<file path="config.mk">
export PLATFORM = sky130hd
export DESIGN_NAME = interrupt_sequencer
export DESIGN_NICKNAME = d
export VERILOG_FILES = /design/src/rtl/interrupt_sequencer.sv
export SDC_FILE = /design/constraint.sdc
export NUM_CORES = 1
export LEC_CHECK = 0
export CORE_MARGIN = 5
export CORE_UTILIZATION = 45
export CTS_CLUSTER_SIZE = 14
export DETAILED_ROUTE_END_ITERATION = 10
export PLACE_DENSITY = 0.89
export RECOVER_POWER = 100
export SYNTH_ARGS = -nofsm -noshare
export SYNTH_HDL_FRONTEND = slang
export SYNTH_SLANG_ARGS = --single-unit
</file>
<file path="constraint.sdc">
create_clock -name i_phi1 -period 3.4 [get_ports i_phi1]
set_input_delay 0.68 -clock i_phi1 [delete_from_list [all_inputs] [get_ports i_phi1]]
set_output_delay 0.68 -clock i_phi1 [all_outputs]
set_load 0.01 [all_outputs]
</file>
<file path="src/rtl/interrupt_sequencer.sv">
// Interrupt sequencer for the 6502 core.
// Gathers reset, NMI, IRQ and BRK requests, picks one by priority at each instruction
// boundary and holds the select vector, vector address and B flag steady for the
// control FSM's shared BRK/interrupt sequence until the vector fetch completes.
module interrupt_sequencer #(
    parameter int unsigned NMI_SYNC = 2,
    parameter logic [15:0] VEC_NMI  = 16'hFFFA,
    parameter logic [15:0] VEC_RST  = 16'hFFFC,
    parameter logic [15:0] VEC_IRQ  = 16'hFFFE
) (
    input  logic        i_phi1,
    input  logic        i_rst,
    input  logic        i_nmi_n,
    input  logic        i_irq_n,
    input  logic        i_rdy,
    input  logic        i_t1now,
    input  logic        i_brk_op,
    input  logic        i_i_flag,
    input  logic        i_vec_fetch,
    input  logic        i_vec_done,
    output logic        o_int_req,
    output logic [3:0]  o_int_sel,
    output logic [15:0] o_vec_addr,
    output logic        o_b_flag,
    output logic        o_nmi_pend
);

    typedef enum logic [1:0] {
        StRstSeq,
        StIdle,
        StService,
        StLocked
    } state_e;

    localparam logic [3:0] SelRst = 4'b0001;
    localparam logic [3:0] SelNmi = 4'b0010;
    localparam logic [3:0] SelIrq = 4'b0100;
    localparam logic [3:0] SelBrk = 4'b1000;

    state_e        r_state;
    logic          r_int_req;
    logic [3:0]    r_int_sel;
    logic [15:0]   r_vec_addr;
    logic          r_b_flag;
    logic          r_nmi_pend;

    // Bits [NMI_SYNC-1:0] are the synchronizer; bit NMI_SYNC is the previous synced
    // value used for falling-edge detection.
    logic [NMI_SYNC:0] r_nmi_sync;

    logic w_nmi_edge;
    logic w_nmi_any;
    logic w_irq;
    logic w_hijackable;

    assign w_nmi_edge   = r_nmi_sync[NMI_SYNC] & ~r_nmi_sync[NMI_SYNC-1];
    // An edge seen in the accepting cycle counts as pending and is consumed with it.
    assign w_nmi_any    = r_nmi_pend | w_nmi_edge;
    assign w_irq        = ~i_irq_n & ~i_i_flag;
    assign w_hijackable = r_int_sel[2] | r_int_sel[3];

    // NMI synchronizer and edge history; runs regardless of rdy and state.
    always_ff @(posedge i_phi1 or negedge i_rst) begin
        if (!i_rst) begin
            r_nmi_sync <= '1;
        end else begin
            r_nmi_sync <= {r_nmi_sync[NMI_SYNC-1:0], i_nmi_n};
        end
    end

    // Sequencer FSM with registered outputs and NMI pending latch.
    always_ff @(posedge i_phi1 or negedge i_rst) begin
        if (!i_rst) begin
            r_state    <= StRstSeq;
            r_int_req  <= 1'b1;
            r_int_sel  <= SelRst;
            r_vec_addr <= VEC_RST;
            r_b_flag   <= 1'b0;
            r_nmi_pend <= 1'b0;
        end else begin
            // Edges latch even while rdy is low; acceptance below may override.
            if (w_nmi_edge) begin
                r_nmi_pend <= 1'b1;
            end
            if (i_rdy) begin
                unique case (r_state)
                    StRstSeq: begin
                        if (i_vec_done) begin
                            r_state    <= StIdle;
                            r_int_req  <= 1'b0;
                            r_int_sel  <= 4'b0000;
                            r_vec_addr <= VEC_IRQ;
                        end
                    end
                    StIdle: begin
                        if (i_t1now) begin
                            if (w_nmi_any) begin
                                r_state    <= StService;
                                r_int_req  <= 1'b1;
                                r_int_sel  <= SelNmi;
                                r_vec_addr <= VEC_NMI;
                                r_b_flag   <= 1'b0;
                                r_nmi_pend <= 1'b0;
                            end else if (w_irq) begin
                                r_state    <= StService;
                                r_int_req  <= 1'b1;
                                r_int_sel  <= SelIrq;
                                r_vec_addr <= VEC_IRQ;
                                r_b_flag   <= 1'b0;
                            end else if (i_brk_op) begin
                                r_state    <= StService;
                                r_int_req  <= 1'b1;
                                r_int_sel  <= SelBrk;
                                r_vec_addr <= VEC_IRQ;
                                r_b_flag   <= 1'b1;
                            end
                        end
                    end
                    StService: begin
                        if (i_vec_fetch) begin
                            r_state <= StLocked;
                        end else if (w_nmi_any && w_hijackable) begin
                            // Hijack keeps b_flag so a hijacked BRK still pushes B=1.
                            r_int_sel  <= SelNmi;
                            r_vec_addr <= VEC_NMI;
                            r_nmi_pend <= 1'b0;
                        end
                    end
                    StLocked: begin
                        if (i_vec_done) begin
                            r_state   <= StIdle;
                            r_int_req <= 1'b0;
                            r_int_sel <= 4'b0000;
                        end
                    end
                    default: begin
                        r_state <= StRstSeq;
                    end
                endcase
            end
        end
    end

    assign o_int_req  = r_int_req;
    assign o_int_sel  = r_int_sel;
    assign o_vec_addr = r_vec_addr;
    assign o_b_flag   = r_b_flag;
    assign o_nmi_pend = r_nmi_pend;

endmodule

</file>
Word-level counts from Yosys, hierarchy flattened:

Cells that the tools add are included.

* output and inout port bits: 23
* flip-flop bits (word level): 28
* logic and storage cells: 73

* mux-type cells: 38
* eq/ne operators: 10
* reductions and logical operators: 11
* bitwise operators: 7

Operators with widths (number)
* $mux 16: 7
* $pmux 16 s3: 1
* $mux 4: 7
* $mux 1: 13
* $mux 2: 6
* $pmux 4 s3: 1
* $ne 2x2->1 const B: 5
* $reduce_and 5->1: 2
* $reduce_and 7->1: 1
* $pmux 2 s3: 1
* $reduce_and 6->1: 1
* $reduce_bool 3->1: 2
* $eq 2x2->1 const B: 2
* $ne 4x4->1 const B: 1
* $pmux 1 s2: 2
* $reduce_and 4->1: 1
* $not 1->1: 3
* $and 1x1->1: 2
* $eq 2x1->1 const B: 1
* $logic_not 2->1: 1
* $ne 2x1->1 const B: 1
* $or 1x1->1: 2
* $reduce_bool 2->1: 1
* $reduce_or 2->1: 1
* $logic_and 1x1->1: 1

Logic depth before layout (Yosys ltp):

Gate-level depths: netlist of run 1.

* word-level depth: 8
* mapped depth: 6
* depth with buffers taken out: 6

Worst setup path after synthesis of run 1:

Ideal clock, no wire load.

* path type: in2reg
* start point: input port i_i_flag
* end point: register r_int_sel[2], in the netlist o_int_sel[2]
* data arrival time: 1617 ps
* path buffers: 0
* library setup time: 125 ps
* slack: 1658 ps
* stages on the path: 4
* required time: 3275 ps
* path through: or2_4 -> a31oi_4 -> o2111ai_4 -> mux2_4

* word-level cells in the longest chain between the ends: 6
* elaborated cells between the ends (all ways): 8

Ends and longest elaborated chain
* start, declared: line 18 `input logic i_i_flag,`
* $not 1->1 *: line 59 `assign w_irq = ~i_irq_n & ~i_i_flag;`
* $and 1x1->1 *: line 59
* $mux 4: line 104 `end else if (w_irq) begin`
* $mux 4: line 97 `if (w_nmi_any) begin`
* $mux 4: line 96 `if (i_t1now) begin`
* $pmux 4 s3: line 86 `unique case (r_state)`
* end signal, assigned: line 100 `r_int_sel <= SelNmi;`
* end signal, assigned: line 107 `r_int_sel <= SelIrq;`
* end signal, assigned: line 113 `r_int_sel <= SelBrk;`
* end, declared: line 42 `logic [3:0] r_int_sel;`

Every way passes the cells marked *; elsewhere a longest branch is shown, timed or not. The select of a mux whose other input is x is not followed.
A chain may end at the register's enable or synchronous reset.

Worst setup path after layout of run 1:

* start point: input port i_irq_n
* end point: register r_int_sel[3], in the netlist o_int_sel[3]

* word-level cells in the longest chain between the ends: 6
* elaborated cells between the ends (all ways): 8

Ends and longest elaborated chain
* start, declared: line 14 `input logic i_irq_n,`
* $not 1->1 *: line 59
* $and 1x1->1 *: line 59
* $mux 4: line 104
* $mux 4: line 97
* $mux 4: line 96
* $pmux 4 s3: line 86

Marks and branches as above.

==> results of run 1 <==
## layer usage
layer / vias up / wire length, um
li1: 268 / -
met1: 291 / 556
met2: 26 / 818
met3: 4 / 156
met4: 0 / 12
met5: - / 0
## final timing paths
path / end / start / cells past startpoint / slack [ps]
min in group asynchronous: r_state[0]$_DFFE_PN0P_ / i_rst / 1 / 840
max: o_int_sel[3]$_DFFE_PN0P_ / i_irq_n / 5 / 1170
min reg2reg: r_nmi_sync[1]$_DFF_PN1_ / r_nmi_sync[0]$_DFF_PN1_ / 0 / 360
min: r_nmi_sync[1]$_DFF_PN1_ / r_nmi_sync[0]$_DFF_PN1_ / 0 / 360
max reg2reg: r_state[1]$_DFFE_PN0P_ / r_state[1]$_DFFE_PN0P_ / 6 / 1410
max in group asynchronous: o_int_sel[3]$_DFFE_PN0P_ / i_rst / 1 / 2170
## worst reg2reg max path, stage by stage, from the launching register on
cell and delay [ps]:
sky130_fd_sc_hd__dfrtp_1 420, sky130_fd_sc_hd__inv_1 90, sky130_fd_sc_hd__ha_1 310, sky130_fd_sc_hd__inv_1 160, sky130_fd_sc_hd__nor3_1 340, sky130_fd_sc_hd__a211o_1 210, sky130_fd_sc_hd__mux2_1 340
## through the flow
step           instance area, um^2  hold slack [ps]  utilization
6_report                      1025            359.7       0.5388
5_1_grt                       1025            364.7       0.5388
4_1_cts                       1060            362.1       0.5572
3_5_place_dp                  1023            349.0       0.5382
3_3_place_gp                  1023            345.7       0.5382
2_1_floorplan                914.6            345.2            -
## state kept, by name (all words and copies together) (netlist names)
register    flops
o_int_sel       4
r_state         2
o_nmi_pend      1
o_int_req       1
o_b_flag        1
o_vec_addr      2
r_nmi_sync      3
## cell usage in the layout (no fill, tap or decap), drive strengths merged
cell type      netlist  routed
conb                 2      14
inv                  7       7
nor2b                1       1
o21ai                1       1
a31oi                2       2
mux2i                2       2
mux2                 5       5
nor3                 4       4
and2                 1       1
a211o                1       1
nand2b               1       1
nand2                1       1
dfrtp                8       8
a211oi               1       1
clkbuf               0       4
o21a                 1       1
clkdlybuf4s50        0       6
o211ai               1       1
a41oi                2       2
nor2                 2       2
a21o                 2       2
a21oi                2       2
o2111ai              2       2
or2                  2       2
dfstp                6       6
dlygate4sd3          0      12
ha                   4       4
## cell type report
cell class / count / area [um^2] / area share
repair buffers: 18 / 180.2 / 0.1758
well taps: 27 / 33.78 / 0.03297
clock buffers: 4 / 36.28 / 0.03541
flip-flops and latches: 14 / 357.8 / 0.3492
multi-input cells: 52 / 390.4 / 0.3810
inverters: 7 / 26.28 / 0.02564
## synthesized netlist by cell type (all sizes together)
| cell | number |
|---|---|
| buf | 14 |
| o2111ai | 2 |
| nand2 | 1 |
| a21oi | 2 |
| nor3 | 4 |
| a31oi | 2 |
| a211oi | 1 |
| a21o | 2 |
| or2 | 2 |
| o21ai | 1 |
| inv | 7 |
| and2 | 1 |
| ha | 4 |
| nor2b | 1 |
| o211ai | 1 |
| nor2 | 2 |
| o21a | 1 |
| conb | 2 |
| mux2 | 5 |
| dfstp | 6 |
| mux2i | 2 |
| nand2b | 1 |
| a41oi | 2 |
| a211o | 1 |
| dfrtp | 8 |
## logic make-up after synthesis
| family | after synthesis |
|---|---|
| buffers and inverters | 21 |
| and+or+nand+nor | 12 |
| DFF | 14 |
| muxes | 7 |
| adders and majority gates | 4 |
| other | 2 |
| AOI/OAI and AO/OA | 15 |
## power groups by stage
stage	registers, mW	clock network, mW	logic, mW
global placement	0.264	0	0.433
floorplan	0.281	0	0.300
global route	0.271	0.134	0.431
finish	0.262	0.117	0.388
detailed placement	0.268	0	0.447
CTS	0.265	0.122	0.451
==> run summary, run 1 <==
The tools report the hold buffer count at cts as 0. Overflow left after global routing: 0. In this run the mean area of a mapped cell was 11.59 um^2. Data on the critical path arrives at its endpoint at 2400 ps. The basic-gate share of the synthesized area counting and, or, nand and nor cells works out to 0.08201. Summed over all instances, the cell type with the most area after synthesis is sky130_fd_sc_hd__dfrtp_1.

The tool flagged a number of max-cap violations equal to 0. Area growth from synthesis to final layout: 17.84%. The transition at the pin with the smallest max-transition slack was 591.7 ps; the number of diodes added for antenna fixing was 0. Input and output buffers added on the ports amount to 18.

Static timing analysis puts the maximum clock frequency at 447.7 MHz. CTS placed an instance of sky130_fd_sc_hd__clkbuf_4 at the clock tree root. The final-report hold violation count is 0, and the buffers plus inverters on the worst setup path is 1.

Clock tree synthesis inserted a total of 3 buffers. The switching fraction of total power is 0.3747, and the peak ir drop on the vdd network is 0.0004235 V. For this run, the number of Yosys warnings is 0.

The final sum of negative setup slack came out at 0 ps. After filler insertion, the fill cell instance count of the layout stands at 179. The number of nets still failing antenna checks after routing was 0. The finished layout holds 122 standard cells, fillers aside.

Using the TritonRoute via totals, the vias-per-cell ratio works out to 4.828. The type of the worst setup path was primary input to flip-flop. The detailed router finished its first iteration with 4 violations. For this block, the routed nets add up to 1544 um of wire. The number of gates resized after CTS was 0. The tools report the standard-cell row count as 16. After detailed routing, the number of remaining DRC violations is 0.

For the final database, setup skew stands at 4.207 ps. The top fanout value on the critical path was 4; the switching component of the power was 287.0 uW. The first global-routing pass estimated 2615 um of wire. The required time at the endpoint of the critical path is 3560 ps, and the initial antenna violation count is 0. The final clock period utilization by the worst path was 0.6570.

The routed wire length per instance works out to 12.66 um. The slowest stage of the critical path belongs to the cell sky130_fd_sc_hd__dlygate4sd3_1. The mux share of post-synthesis cell area came out at 0.1007. For the global routing usage on met1, the log shows 0.1322. 33 I/O pins were placed.

The tools report the placed cell count as 118. On the worst path, the slowest cell contributes a delay of 550 ps. After clock tree synthesis, the clock-pin slew on the worst setup and hold paths is 80 ps. Internal power comes to 479.1 uW. The tools report the post-route worst setup slack as 1166 ps. After global routing, the most crowded layer is met2. The total design power is 766.1 uW, and the number of different library cells in the post-synthesis netlist is 32.

The post-synth design cell area is 869.6 um^2, and the xor/xnor cell area share of the yosys netlist is 0. The vertical die dimension works out to 53.96 um. The portion of synthesized cell area occupied by the leading cell type was 0.2302; the latest clock arrival within the worst-skew pair was 280 ps. The tools report the number of global-route vias before repair as 602.

The clock passes through at most 2 buffers. At the end of routability-driven placement, the weighted congestion stood at 0.8398. For this design, the sink count on the clock tree is 14. The number of H-tree levels is 1, and the total number of vias is 589. The final count of pins violating max slew is 0. TritonCTS built the clock tree. The number of synthesized register bits was 14. The power density relative to cell area was 747.6 mW/mm^2. In this design, the largest share of critical-path delay is due to compound AO/OA/AOI/OAI gates. The tools report the starting density of the core as 0.4572.

The met3 usage in global routing was 0.06371. The floorplan step set the die width to 53.96 um. The portion of the post-synthesis area used by sequential elements is 0.4115. Setup repair after global routing left no endpoint under its margin. The total area inside the core boundary comes to 0.001902 mm^2. Setup violations remaining at the end of the flow were counted as 0. The critical path goes through dlygate4sd3_1 -> or2_0 -> a31oi_4 -> o2111ai_1 -> mux2_4. The flow ran to the end, and the final reports show no timing, DRC or antenna violations. The worst slew margin relative to its limit was 0.6042. Share of the synthesized area in compound gates (AO/OA/AOI/OAI): 0.1885. Entering global routing, the biggest net connects 15 pins. The tools report the global-route usage over all layers as 0.1295.

The sort of element at the end of the critical path is a flip-flop. The shortest period the worst path allows works out to 2234 ps. The share of final-layout standard cells stronger than drive strength 1 is 0.1895. Adder-cell area share of the yosys netlist: 0.05755.

At the end of the flow, the number of nets in the layout was 110. The global routing met2 resource utilization was 0.2298; the first-pass iteration count of the detailed router was 2. The post-detailed-placement half-perimeter wirelength is 1328 um, and the setup fix buffers added after clock tree synthesis is 0. After synthesis, the cell types taking the most area are sky130_fd_sc_hd__dfrtp_1, sky130_fd_sc_hd__dfstp_2, sky130_fd_sc_hd__buf_4, sky130_fd_sc_hd__ha_1, sky130_fd_sc_hd__mux2_4. The floorplan step defined a die boundary enclosing 0.002912 mm^2.

Part of the power in registers: 0.341. The logic gate share of total power is 0.506. The worst setup path is launched from a primary input. The fraction of power consumed by the clock network was 0.153. After synthesis, the largest family of logic cells by area is compound AO/OA/AOI/OAI gates.

The tightest min-delay check is of the flip-flop to flip-flop type. The run gives 0.4660 nW as the leakage power of the design. The post-place setup slack was 1153 ps. Counting every instance in the synthesized netlist gives 75.
No activity file was read; power rests on OpenSTA's default activity.
==> inputs of run 2 (changes only) <==
--- a/config.mk
+++ b/config.mk
@@ -6,10 +6,10 @@
 export NUM_CORES = 1
 export LEC_CHECK = 0
 export CORE_MARGIN = 5
-export CORE_UTILIZATION = 45
+export CORE_UTILIZATION = 39
 export CTS_CLUSTER_SIZE = 14
 export DETAILED_ROUTE_END_ITERATION = 10
-export PLACE_DENSITY = 0.89
+export PLACE_DENSITY = 0.82
 export RECOVER_POWER = 100
 export SYNTH_ARGS = -nofsm -noshare
 export SYNTH_HDL_FRONTEND = slang
==> constraint.sdc (replaced) <==
create_clock -name i_phi1 -period 1.8 [get_ports i_phi1]
set_input_delay 0.36 -clock i_phi1 [delete_from_list [all_inputs] [get_ports i_phi1]]
set_output_delay 0.36 -clock i_phi1 [all_outputs]
set_load 0.01 [all_outputs]
==> run 2 against run 1 <==
Final cell count up 9.0%. Total power increased by 110%. Global-route usage is 2.2 points lower. Critical path depth increased by 1. Largest power group unchanged. Highest routed layer unchanged.
==> run summary, run 2 (synthesized netlist as in run 1, its figures left out) <==
The share of final-layout standard cells stronger than drive strength 1 came out at 0.2762 (+0.08672). The internal reg-to-reg setup slack is 70 ps (-1340 ps), and the leakage power of the design is 0.5088 nW (+9.2%). The remaining design rule violation count was 0 (unchanged); the vertical die dimension was 57.22 um (+6.0%). The final-layout worst hold slack came out at 358.2 ps (-1.447 ps).

The logs give 0.8288 (-1.3%) for the last weighted congestion value of the routability-driven placer and 280 ps (about the same) for the latest clock arrival within the worst-skew pair. The top cell types in the final layout, fill and taps aside, are sky130_fd_sc_hd__conb_1, sky130_fd_sc_hd__clkdlybuf4s50_1, sky130_fd_sc_hd__dlygate4sd3_1, sky130_fd_sc_hd__dfrtp_1, sky130_fd_sc_hd__buf_4. The final routed wirelength across all metal layers came out at 1657 um (+7.3%). STA classifies the critical path endpoint as a flip-flop. The transition at the pin with the smallest max-transition slack was 618.5 ps (+26.78 ps).

By startpoint and endpoint, the worst setup path is classified as flip-flop to flip-flop. The total core area came out at 0.002170 mm^2 (+14%). For the placed cell count, the log shows 126 (+6.8%).

The number of diodes added for antenna fixing came out at 0 (unchanged). The tools report the sequential standard cell area as 357.8 um^2 (unchanged). The number of flip-flops under the largest register name works out to 4 (unchanged).

The worst setup path is launched from a flip-flop. For the post-detailed-placement half-perimeter wirelength, the log shows 1407 um (+6.0%). The overflow left after global routing is 0 (unchanged). The run gives 15 (unchanged) as the pin count of the biggest net entering global routing. The worst endpoint data arrival time is 1950 ps (-450 ps). Power density relative to cell area: 1471 mW/mm^2 (+97%).

The run gives 0 (unchanged) as the number of max-capacitance violations reported. The post-layout net count was 120 (+9.1%). The top fanout value on the critical path came out at 5 (+1). The run gives 0 (unchanged) as the hold buffer count at cts.

The total number of vias is 605 (+2.7%), and the final cell count without fillers is 133 (+9.0%). The logs give 7.455 ps (+3.248 ps) for the clock skew and 4 (+2) for the first-pass iteration count of the detailed router. The final clock period utilization by the worst path came out at 0.9614.

Number of clock sinks: 14 (unchanged). The run gives 0 (unchanged) as the final-report hold violation count. The tools report the count of pins on the block boundary as 33 (unchanged). TritonCTS built the clock tree. The initial antenna violation count was 0 (unchanged); the post-place setup slack was -95.83 ps (-1249 ps). The starting density of the core was 0.4008 (-0.05643); the peak ir drop on the vdd network was 0.0006860 V (+62%). Static timing analysis puts the maximum clock frequency at 577.8 MHz. The per-cell via count in the routed design works out to 4.549 (-5.8%). The multi-input combinational cell area was 409.1 um^2 (+4.8%); the post-CTS clock slew at the launch and capture registers of the worst setup and hold paths was 80 ps (about the same). The most frequent standard cell in the layout excluding fill and tap cells is sky130_fd_sc_hd__conb_1.

Number of buffers created by CTS: 3 (unchanged). The flow ran to the end, and the final reports show no timing, DRC or antenna violations. The global-route usage over all layers was 0.1079 (-0.02159); the area growth from synthesis to final layout was 28.35%. The global-route wire length before repair came out at 2780 um (+6.3%). Number of global-route vias before repair: 626 (+4.0%). Setup repair after global routing left no endpoint under its margin.

The worst path needs 1731 ps of the cycle, external delays included. The DRC marker count from the first detailed-route iteration is 5 (+1), and the number of nets still failing antenna checks after routing is 0 (unchanged). The path class of the tightest hold or removal check is flip-flop to flip-flop. The fraction of the core area covered by cells at the end of the flow was 0.5144 (-0.02440); the required time at the endpoint of the critical path was 2010 ps (-1550 ps).

The routed wire length per instance works out to 12.46 um (-1.6%). The number of inserted filler cells in the final layout came out at 203 (+13%). The tools report the final number of setup-violating endpoints as 0 (unchanged).

For the number of H-tree levels, the log shows 1 (unchanged). The logs give 69.42 ps (-1097 ps) for the post-route worst setup slack and 17 (+1) for the standard-cell row count. Quantity of I/O buffers inserted on ports: 18 (unchanged). The total die area is 0.003274 mm^2 (+12%), and the worst slew margin relative to its limit is 0.5863 (-0.01791). For the buffer depth of the longest clock path, the log shows 2 (unchanged). The tree is rooted in a sky130_fd_sc_hd__clkbuf_4. The width of the die is 57.22 um (+6.0%). For the final count of pins violating max slew, the log shows 0 (unchanged).
## run 2: critical path: stages (launching register included)
cell	delay, ps
sky130_fd_sc_hd__dfrtp_1	380
sky130_fd_sc_hd__buf_4	140
sky130_fd_sc_hd__ha_1	240
sky130_fd_sc_hd__inv_2	110
sky130_fd_sc_hd__o211ai_2	110
sky130_fd_sc_hd__a211oi_1	310
sky130_fd_sc_hd__mux2_2	370
## run 2: final timing paths
kind	from	to	cells past startpoint
setup reg to reg	r_state[0]$_DFFE_PN0P_	o_int_req$_DFFE_PN1P_	6
min in group asynchronous	i_rst	o_b_flag$_DFFE_PN0P_	1
hold / removal	r_nmi_sync[0]$_DFF_PN1_	r_nmi_sync[1]$_DFF_PN1_	0
setup / recovery	r_state[0]$_DFFE_PN0P_	o_int_req$_DFFE_PN1P_	6
max in group asynchronous	i_rst	r_state[0]$_DFFE_PN0P_	1
hold reg to reg	r_nmi_sync[0]$_DFF_PN1_	r_nmi_sync[1]$_DFF_PN1_	0
## run 2: area by class of cell
class,instances,area share
inverters,7,0.02354
clock buffers,4,0.03251
multi-input cells,52,0.3666
well taps,28,0.03139
repair buffers,28,0.2253
flip-flops and latches,14,0.3206
## run 2: where the power goes
part,total [mW],internal [mW],switching [mW]
Combinational,0.937,0.494,0.443
Clock,0.227,0.123,0.104
Sequential,0.477,0.425,0.0521
Total,1.64,1.04,0.599
## run 2: what timing repair did
item                                    4_1_cts  5_1_grt
endpoints found under the setup margin        2        1
setup buffers                                 2        1
gates resized for setup                       0        2
pin swaps                                     0        1
## run 2: stage by stage
stage                     instance area, um^2  total power [mW]  TNS (ps)
after floorplan                         914.6             1.097         0
after global placement                   1077             1.421    -240.4
after detailed placement                 1077             1.471    -433.0
after CTS                                1129             1.743         0
after global routing                     1116             1.763         0
final                                    1116             1.642         0
## run 2: layer usage
layer,vias up,share of wire,GRT usage
met5,-,0,0
met3,3,0.10,0.03846
met2,25,0.52,0.1958
met4,0,0.0078,0.02980
li1,289,-,-
met1,288,0.37,0.1179
